[config.mk]
export PLATFORM = sky130hd
export DESIGN_NAME = fxp_dot_acc
export DESIGN_NICKNAME = d
export VERILOG_FILES = /design/src/rtl/fxp_dot_acc.sv
export SDC_FILE = /design/constraint.sdc
export NUM_CORES = 1
export LEC_CHECK = 0
export CORE_MARGIN = 2
export CORE_UTILIZATION = 35
export CTS_CLUSTER_SIZE = 10
export DETAILED_ROUTE_END_ITERATION = 16
export PLACE_DENSITY_LB_ADDON = 0.15
export SETUP_SLACK_MARGIN = 0.05
export SYNTH_ARGS = -nofsm -noshare
export SYNTH_HDL_FRONTEND = slang
export SYNTH_SLANG_ARGS = --single-unit
export TNS_END_PERCENT = 1
[constraint.sdc]
create_clock -name clk -period 4.35 [get_ports clk]
set_clock_uncertainty 0.15 [all_clocks]
set_input_delay 0.6525 -clock clk [delete_from_list [all_inputs] [get_ports clk]]
set_output_delay 0.6525 -clock clk [all_outputs]
set_load 0.005 [all_outputs]
[src/rtl/fxp_dot_acc.sv]
`default_nettype none
// +---------------------------------------------------------------------------+
// | fxp_dot_acc : streaming fixed-point dot-product accumulator (round, sat)  |
// | Revision 1.0                                                              |
// +---------------------------------------------------------------------------+
module fxp_dot_acc #(
  parameter int N     = 20,
  parameter int FRAC  = 10,
  parameter int GUARD = 4
) (
  input  logic                  clk,
  input  logic                  rst,
  input  logic                  p_valid,
  output logic                  p_ready,
  input  logic signed [2*N-1:0] p_data,
  input  logic                  p_last,
  output logic                  o_valid,
  input  logic                  o_ready,
  output logic signed [N-1:0]   o_data,
  output logic                  o_sat,
  output logic                  o_ovf
);

  localparam int AW = 2*N + GUARD;
  localparam int RW = AW + 1;
  localparam int CW = GUARD + 1;

  localparam logic [CW-1:0]        CNT_LIM = CW'(2**GUARD);
  localparam logic [CW-1:0]        CNT_TOP = CW'(2**GUARD + 1);
  localparam logic signed [RW-1:0] HALF    = RW'(2**(FRAC-1));
  localparam logic signed [RW-1:0] OMAX    = {{(RW-N+1){1'b0}}, {(N-1){1'b1}}};
  localparam logic signed [RW-1:0] OMIN    = {{(RW-N+1){1'b1}}, {(N-1){1'b0}}};

  logic signed [AW-1:0] r_acc;
  logic [CW-1:0]        r_cnt;
  logic signed [AW-1:0] w_pext;
  logic signed [AW-1:0] w_sum;
  logic signed [RW-1:0] w_rnd;
  logic signed [RW-1:0] w_r;
  logic signed [N-1:0]  w_sat_data;
  logic                 w_accept;
  logic                 w_last_acc;
  logic                 w_pos_sat;
  logic                 w_neg_sat;
  logic                 w_ovf;

  assign p_ready    = !o_valid || o_ready;
  assign w_accept   = p_valid && p_ready;
  assign w_last_acc = w_accept && p_last;

  assign w_pext = {{GUARD{p_data[2*N-1]}}, p_data};
  assign w_sum  = r_acc + w_pext;

  // One extra bit so adding the rounding half can never wrap the sum.
  assign w_rnd = {w_sum[AW-1], w_sum} + HALF;
  assign w_r   = w_rnd >>> FRAC;

  assign w_pos_sat = (w_r > OMAX);
  assign w_neg_sat = (w_r < OMIN);

  always_comb begin
    w_sat_data = w_r[N-1:0];
    if (w_pos_sat) begin
      w_sat_data = OMAX[N-1:0];
    end else if (w_neg_sat) begin
      w_sat_data = OMIN[N-1:0];
    end
  end

  // r_cnt holds the terms before the current one; the last term pushes it past 2^GUARD.
  assign w_ovf = (r_cnt >= CNT_LIM);

  always_ff @(posedge clk) begin
    if (rst) begin
      r_acc <= '0;
      r_cnt <= '0;
    end else if (w_accept) begin
      if (p_last) begin
        r_acc <= '0;
        r_cnt <= '0;
      end else begin
        r_acc <= w_sum;
        if (r_cnt != CNT_TOP) begin
          r_cnt <= r_cnt + 1'b1;
        end
      end
    end
  end

  always_ff @(posedge clk) begin
    if (rst) begin
      o_valid <= 1'b0;
      o_data  <= '0;
      o_sat   <= 1'b0;
      o_ovf   <= 1'b0;
    end else if (w_last_acc) begin
      o_valid <= 1'b1;
      o_data  <= w_sat_data;
      o_sat   <= w_pos_sat || w_neg_sat;
      o_ovf   <= w_ovf;
    end else if (o_valid && o_ready) begin
      o_valid <= 1'b0;
    end
  end

endmodule
`default_nettype wire

# Word level (Yosys, flattened, before mapping)
# Cells that the tools add are included.
[classes]
n_addsub = 3
n_lt_le_gt_ge = 3
reduce_logical = 9
muxes = 7
n_eq_ne = 1
[ops]
columns = ["op", "n"]
rows = [
  ["44-bit by 11-bit adder with 45-bit output, second input constant", 1],
  ["44-bit by 40-bit adder with 44-bit output", 1],
  ["44-bit 2-to-1 mux", 1],
  ["20-bit 2-to-1 mux", 2],
  ["35-bit by 20-bit greater-than comparator with 1-bit output, second input constant", 1],
  ["35-bit by 20-bit less-than comparator with 1-bit output, second input constant", 1],
  ["5-bit 2-to-1 mux", 2],
  ["5-bit by 1-bit adder with 5-bit output, second input constant", 1],
  ["5-bit >= comparator, second input constant", 1],
  ["5-bit inequality test, second input constant", 1],
  ["2-bit nonzero test", 2],
  ["1-bit logical AND", 3],
  ["1-bit logical OR", 2],
  ["1-bit 2-to-1 mux", 2],
  ["2-bit AND reduction", 1],
  ["1-bit logical NOT", 1],
]
[word_totals]
input_bits = 45
ff_bits = 72
word_cells = 29

# Depth between registers and ports, before layout
# Gate-level depths: netlist of run 1.
[logic_depth]
depth_word = 5
depth_mapped = 18
mapped_depth_nobuf = 14

# Worst setup path before layout of run 1
# No wires, ideal clock.
[synth_path]
kind = "input to register"
start = "in p_data[0]"
end = "reg o_data[8]"
n_path_buf = 2
slack_ns = -0.413
setup_time_ns = 0.122
t_arrival_ns = 4.490
stages = 16
path_cell_list = "ha_1 fa_1 a211oi_2 o21ai_2 a211oi_1 a21oi_2 xor2_2 nand3_1 or4_1 or3_4 a211oi_2 o2111ai_2 nor4_4 buf_6 buf_12 o22ai_2"
[synth_via]
elab_chain_len = 5
word_cells_on_any_way = 6
classes_between = "add/sub (2); order compare (2); mux (2)"
[synth_rtl]
columns = ["element", "line_no", "text"]
rows = [
  ["from (decl)", "15", "input logic signed [2*N-1:0] p_data,"],
  ["44-bit by 40-bit adder with 44-bit output (*)", "52", "assign w_sum = r_acc + w_pext;"],
  ["44-bit by 11-bit adder with 45-bit output (*)", "55", "assign w_rnd = {w_sum[AW-1], w_sum} + HALF;"],
  ["35-bit by 20-bit less-than comparator with 1-bit output", "59", "assign w_neg_sat = (w_r < OMIN);"],
  ["20-bit 2-to-1 mux", "65", "end else if (w_neg_sat) begin"],
  ["20-bit 2-to-1 mux (*)", "63", "if (w_pos_sat) begin"],
  ["to (signal assigned)", "98", "o_data <= w_sat_data;"],
  ["to (decl)", "19", "output logic signed [N-1:0] o_data,"],
]
# Mark *: on every way between the ends. The rest lies on a longest branch, timed or not.
# A chain may end at the register's enable or synchronous reset.

# Final worst setup path of run 1
[layout_path]
start = "in p_data[8]"
end = "reg o_data[4]"
# The elaborated chain is that of the path after synthesis.

==> results of run 1 <==
-- sequential cells by signal (all words and copies together), names as in the netlist --
| register | cells |
|---|---|
| o_data | 20 |
| o_ovf | 1 |
| o_sat | 1 |
| o_valid | 1 |
| r_acc | 44 |
| r_cnt | 5 |
-- final cells by class --
cell class	count	area [um^2]
well taps	265	332
clock buffers	13	270
fillers	1885	8810
multi-input cells	759	5670
flip-flops and latches	72	1440
inverters	21	78.8
repair buffers	333	2760
clock inverters	2	37.5
-- cells in the final DEF (no fill, tap or decap), types with 10 or more instances in the layout --
master             n
a21o_1            18
a21oi_1           47
a22oi_1           41
and2_1            12
and3_1            12
buf_4            260
clkbuf_16         10
clkdlybuf4s50_1   53
dfxtp_1           72
dlymetal6s2s_1    13
ha_1              28
ha_4              16
inv_1             21
nand2_1           98
nand3_1           17
nand4_1           24
nor2_1           129
nor3_1            21
o211ai_1          11
o21ai_0           24
o22ai_1           10
o22ai_2           11
xnor2_1           36
xor2_1            18
-- power by group through the flow --
stage          clock, mW  combinational (mW)  sequential [mW]
2_1_floorplan          0               0.594            0.749
3_3_place_gp           0                1.10            0.753
3_5_place_dp           0                1.11            0.754
4_1_cts            0.811                1.11            0.740
5_1_grt            0.838                1.33            0.748
6_report           0.799                1.23            0.743
-- critical path: cells and delay by family --
family / cells / cell delay [ns]
and+or+nand+nor: 8 / 2.01
buffers and inverters: 6 / 1.31
AOI/OAI and AO/OA: 4 / 0.73
adders and majority gates: 1 / 0.24
-- how the worst max path moves through the flow --
stage                       to  slack (ns)  startpoint  cells after the start
detailed placement  o_data[18]       -0.98   p_data[0]                     17
global route        o_data[17]       -0.61   p_data[8]                     19
CTS                      o_sat       -0.67   p_data[0]                     18
floorplan            o_data[8]       -0.30   p_data[0]                     16
global placement    o_data[18]       -0.96   p_data[0]                     18
finish               o_data[4]       -0.52   p_data[8]                     19
-- what timing repair did --
| item | 4_1_cts | 5_1_grt |
|---|---|---|
| cloned | 0 | 2 |
| setup endpoints to repair | 21 | 23 |
| pin swaps | 1 | 42 |
| gates resized for setup | 2 | 121 |
| setup buffers | 0 | 21 |
-- metrics by stage --
stage	power [mW]	utilization (%)	instance area, um^2
CTS	2.66	50.4	9770
global placement	1.86	48.7	9450
detailed placement	1.86	48.7	9450
finish	2.77	54.6	10600
floorplan	1.34	-	6890
global route	2.92	54.6	10600
-- kinds of logic (layout without fill, tap and decap cells) --
family | count (synthesis) | after routing | synth area share [%]
AO/OA/AOI/OAI | 264 | 264 | 28.9
XOR/XNOR | 60 | 60 | 7.85
adder cells (fa/ha/maj) | 48 | 48 | 8.83
buffers and inverters | 70 | 369 | 5.65
flip-flops | 72 | 72 | 20.9
multiplexers | 6 | 6 | 0.890
AND/OR/NAND/NOR | 381 | 381 | 27.0
-- routing by layer --
layer  up-vias  part of all wire (%)
met4         0                   2.8
met1      3660                    47
li1       3920                     -
met5         -                     0
met3        40                   3.6
met2       173                    47
-- cells in the mapped netlist, types with 12 or more instances --
library cell	number	share of area (%)
a21o_1	18	2.0
a21oi_1	54	3.9
a22oi_1	41	4.5
and2_1	12	1.1
and3_1	12	1.1
clkbuf_1	21	1.1
dfxtp_1	72	21
ha_1	47	8.5
inv_1	21	1.1
nand2_1	103	5.6
nand3_1	20	1.5
nand4_1	24	2.2
nor2_1	132	7.2
nor3_1	23	1.7
o21ai_0	28	2.0
xnor2_1	38	4.8
xor2_1	20	2.5
==> results by group, run 1 <==
Outcome
  • Status: complete, but fails checks
  • Failing checks: setup timing

Global routing
  • Largest net degree at the start of global routing: 38
  • GRT Overall Usage: 22.9%
  • Grt met2 use: about 38%
  • Vias in the first global route: 7257
  • First-pass GRT wire length: roughly 37000 um
  • GRT busiest layer: met2
  • M1 GR Usage: 30.8%
  • Initial antenna violation count: 0
  • Grt met3 use: under 10%
  • Overflow after GRT: 0

STA
  • Post-layout min period: 4.87 ns
  • Slew HR: between 40% and 50%
  • Worst hold margin: 0.326 ns
  • Fin crit share: 112%
  • Slew Limit Fails: 0
  • Measured slew at the worst slew-check pin: roughly 0.79 ns
  • Final setup violation count: 21
  • Final Hold Viols: 0
  • Final Worst Setup Slack: -0.524 ns
  • F_max: 205 MHz
  • RSZ-0062 raised after global routing: true
  • Fin Setup TNS: -8.59 ns

Worst setup path
  • CP arrival: around 5 ns
  • CP max stage cell: clkdlybuf4s50_1
  • Critical R2R Launch: r_acc[0]
  • CP Cell Sequence: clkdlybuf4s50_1 -> ha_4 -> buf_4 -> nand4_1 -> nor2_2 -> buf_4 -> and4_1 -> a211oi_2 -> and4_1 -> nand4_1 -> buf_4 -> or4_4 -> or3_4 -> o41ai_4 -> o31ai_2 -> nor4_4 -> buf_4 -> clkbuf_16 -> o22ai_1
  • Reg2reg setup slack: -0.44 ns
  • CP max stage delay: 0.49 ns
  • Worst-path fanout max: 7
  • CP Data Required Time: 4.43 ns
  • WS Path Type: in -> reg
  • Worst R2R End: o_data[4]
  • CP endpoint kind: register
  • Crit start category: input pin
  • R2R cell count: 17
  • Cell mode on critical path: buf_4

Worst hold path
  • Hold path cells: 2
  • HP Class: reg -> reg
  • Hold endpoint: o_data[19]
  • HP Start: o_data[19]

Placement
  • Setup Slack @ Placement: -0.985 ns
  • GPL Wtd Cong: 0.896
  • Placed instance count: approximately 1.4k
  • Number of buffers added on ports: 68
  • Final HPWL DP: 18500 um

Yosys
  • Syn avg cell area: about 7.6 um^2
  • Synth Net Count: ~990
  • Main flop type after synthesis: dfxtp_1
  • Cell Area, Synth: about 6900 um^2
  • EDFF count, synth: 0
  • Ys async rst share: 0%
  • Flops & latches, synth: a little over 70
  • Distinct cell type count after synthesis: 92
  • Sequential area share after synthesis: 20.9%
  • Number of synthesis warnings: 0
  • Post-Synthesis Cells: 901

Floorplanning
  • Die X: 144 um
  • Core Region: 19400 um^2
  • Num rows: 51
  • Total I/O pin count: 69
  • Die ar.: around 21000 um^2
  • Initial Util: 35.5%
  • Die boundary height: 144 um

Detailed routing
  • DR vias: 7793
  • Drt drc: 0
  • Vias per cell: 5.32
  • DR pass1 iterations: 6
  • Post-DRT Antenna Nets: 0
  • Initial DRC Count: 510
  • Post-Route WL: 24400 um
  • Wire length per cell: between 15 and 20 um

Clock tree
  • Post-CTS Hold Buffers: 0
  • Clock-pin slew on the worst setup and hold paths: 0.06 ns
  • H-tree levels: 3
  • Root buffer cell: clkbuf_16
  • Total clock sinks: 72
  • TritonCTS buffer count: 9
  • CTS tree: done
  • Clock Latency Late Sink: around 0.35 ns
  • Clock Path Buffers: 2

Power
  • Sw frac: 34.5%
  • P per Cell Area: roughly 260 nW/um^2
  • Lkg Pwr: 4.51 nW
  • Register share of total power: 26.8%
  • Peak VDD IR: 0.199 mV
  • Int Power: 1.81 mW
  • Net Switching: between 0.9 and 1 mW
  • Logic pwr share: 44.3%
  • Clk pwr share: between 20% and 30%

Finish
  • Area delta synth->final: 53.7%
  • Share of cells above drive strength 1: between 30 and 40%
  • Final cell count without fillers: 1465
  • Nets: 1289
  • Ant diodes: 0

Run
  • # Max-Cap Violations: 0
Note: power is estimated with default switching activity, not from simulation.
==> run 2, diff against run 1 <==
--- a/config.mk
+++ b/config.mk
@@ -5,6 +5,7 @@
 export SDC_FILE = /design/constraint.sdc
 export NUM_CORES = 1
 export LEC_CHECK = 0
+export CAP_MARGIN = 0
 export CORE_MARGIN = 2
 export CORE_UTILIZATION = 35
 export CTS_CLUSTER_SIZE = 10
==> constraint.sdc (replaced) <==
create_clock -name clk -period 5.1 [get_ports clk]
set_clock_uncertainty 0.15 [all_clocks]
set_input_delay 0.765 -clock clk [delete_from_list [all_inputs] [get_ports clk]]
set_output_delay 0.765 -clock clk [all_outputs]
set_load 0.005 [all_outputs]
==> run 2 against run 1 <==
Non-clock buffer count fell by 56. The flow now finishes without violations. Sequential power fell by 15%. Global-route usage fell by 0.058 points. Cell area fell by 5.6%. Combinational power fell by 20%. Sequential share of layout area rose by 0.81 points. Final cell count fell by 3.8%.
==> results by group, run 2 (synthesis gave the netlist of run 1 again) <==
Power
  • Logic pwr share: 41.7%
  • Register share of total power: 26.9%
  • Peak VDD IR: 0.166 mV
  • Net Switching: 0.828 mW
  • P per Cell Area: 235 nW/um^2
  • Clk pwr share: 31.4%
  • Lkg Pwr: approximately 4 nW
  • Int Power: around 1.5 mW
  • Sw frac: 35.3%

Floorplanning
  • Die boundary height: 144 um
  • Initial Util: 35.5%
  • Total I/O pin count: roughly 70
  • Die ar.: 20800 um^2
  • Num rows: 51
  • Die X: approximately 140 um
  • Core Region: 19400 um^2

Worst setup path
  • CP endpoint kind: register
  • CP Data Required Time: between 5 and 6 ns
  • CP Cell Sequence: clkdlybuf4s50_1 -> ha_4 -> buf_4 -> nand4_1 -> nor2_2 -> nand3_2 -> and3_1 -> a311oi_2 -> buf_4 -> nand4_2 -> or4_4 -> or3_4 -> buf_4 -> a211oi_4 -> o2111ai_2 -> nor4_4 -> buf_4 -> buf_12 -> o22ai_1
  • Setup crit start: p_data[8]
  • Worst-path fanout max: 10
  • Critical R2R Launch: r_acc[0]
  • CP max stage cell: or4_4
  • Cell mode on critical path: buf_4
  • CP arrival: 5.16 ns
  • Crit start category: input pin
  • CP max stage delay: 0.57 ns
  • WS Path Type: in -> reg

Worst hold path
  • HP Class: reg -> reg
  • HP Start: o_ovf

Detailed routing
  • DR vias: 7521
  • Routed length on met2: around 11000 um
  • Drt drc: 0
  • Met3 wire len: 686 um
  • Vias per cell: roughly 5.3
  • Wire length per cell: 16.7 um
  • Post-DRT Antenna Nets: 0
  • Met1 wire length: 11300 um
  • Post-Route WL: 23500 um
  • Initial DRC Count: 476
  • Max layer used: met4
  • DR pass1 iterations: 5

STA
  • F_max: 197 MHz
  • Worst hold margin: 0.313 ns
  • Slew Limit Fails: 0
  • RSZ-0062 raised after global routing: true
  • Post-layout min period: 5.06 ns
  • Final Hold Viols: 0
  • Fin crit share: roughly 99%
  • Measured slew at the worst slew-check pin: around 0.84 ns
  • Slew HR: ~44%
  • Final setup violation count: 0

Finish
  • Commonest non-fill, non-tap cell in the layout: buf_4
  • Share of cells above drive strength 1: 29.1%
  • Fillcell total: 1911
  • Biggest regs: r_acc x44, o_data x20, r_cnt x5
  • Area delta synth->final: 45.0%
  • Max FFs per register: 44
  • Register with the most flip-flops: r_acc
  • Final core utilization: 51.5%
  • Ant diodes: 0
  • Post-route cell area: 9990 um^2
  • Most frequent cells in the layout: 204 x buf_4, 128 x nor2_1, 100 x nand2_1
  • Nets: roughly 1.2k

Global routing
  • GRT Overall Usage: 22.8%
  • First-pass GRT wire length: 37300 um
  • Vias in the first global route: 7253
  • Initial antenna violation count: 0
  • Overflow after GRT: 0
  • Largest net degree at the start of global routing: 73

Clock tree
  • Total clock sinks: 72
  • H-tree levels: 3
  • Clock-pin slew on the worst setup and hold paths: 0.07 ns
  • Clock Latency Late Sink: roughly 0.36 ns
  • Root buffer cell: clkbuf_16
  • TritonCTS buffer count: 9
  • Clock Path Buffers: 2
  • CTS tree: done

Placement
  • Placed inst area: 8980 um^2
  • Number of buffers added on ports: 68
  • Final HPWL DP: roughly 18000 um
  • GPL Wtd Cong: 0.881

Outcome
  • Status: finished, final reports clean

Run
  • # Max-Cap Violations: 0
## run 2: metrics by stage
step / cells / total power [mW] / worst slack, ns / TNS (ns)
6_report: 1410 / 2.35 / 0.0354 / 0
5_1_grt: 1410 / 2.47 / -0.149 / -2.10
4_1_cts: 1401 / 2.31 / 0.0747 / 0
3_5_place_dp: 1365 / 1.54 / -0.408 / -8.05
3_3_place_gp: 1365 / 1.54 / -0.582 / -8.68
2_1_floorplan: 901 / 1.15 / 0.225 / 0
## run 2: area by class of cell
type	instances	area, um^2	area share (%)
Clock buffer	9	225	2.25
Sequential cell	72	1440	14.4
Multi-Input combinational cell	759	5480	54.8
Timing Repair Buffer	277	2330	23.3
Clock inverter	7	104	1.04
Tap cell	265	332	3.32
Inverter	21	78.8	0.789
## run 2: path summary, 6_finish.rpt
path	end	slack (ns)	depth (start not counted)
max	o_data[2]	0.04	19
min	o_ovf	0.31	2
max reg2reg	o_data[2]	0.39	18
min reg2reg	o_ovf	0.31	2
## run 2: repair_timing
item | CTS | global route
resized for setup | 19 | 57
hold buffers | 0 | 0
buffers inserted | 18 | 9
gates cloned | 2 | 0
pin swaps | 14 | 23
setup endpoints to repair | 20 | 20
## run 2: layer usage
metal / vias to the layer above / track usage, %
met2: 134 / 38.4
met5: - / 0
met1: 3573 / 31.2
met3: 19 / 2.22
li1: 3795 / -
met4: 0 / 6.29
## run 2: worst max-delay path, delay by kind of cell
kind / cells / cell delay, ns
buf+inv: 6 / 1.22
fa+ha+maj: 1 / 0.34
compound gates: 4 / 0.55
simple gates: 8 / 2.26
## run 2: power by group through the flow
stage	clock network (mW)	registers [mW]	logic [mW]
after global placement	0	0.643	0.895
final	0.738	0.632	0.978
after detailed placement	0	0.642	0.896
after CTS	0.747	0.630	0.929
after global routing	0.763	0.637	1.07
after floorplan	0	0.639	0.506
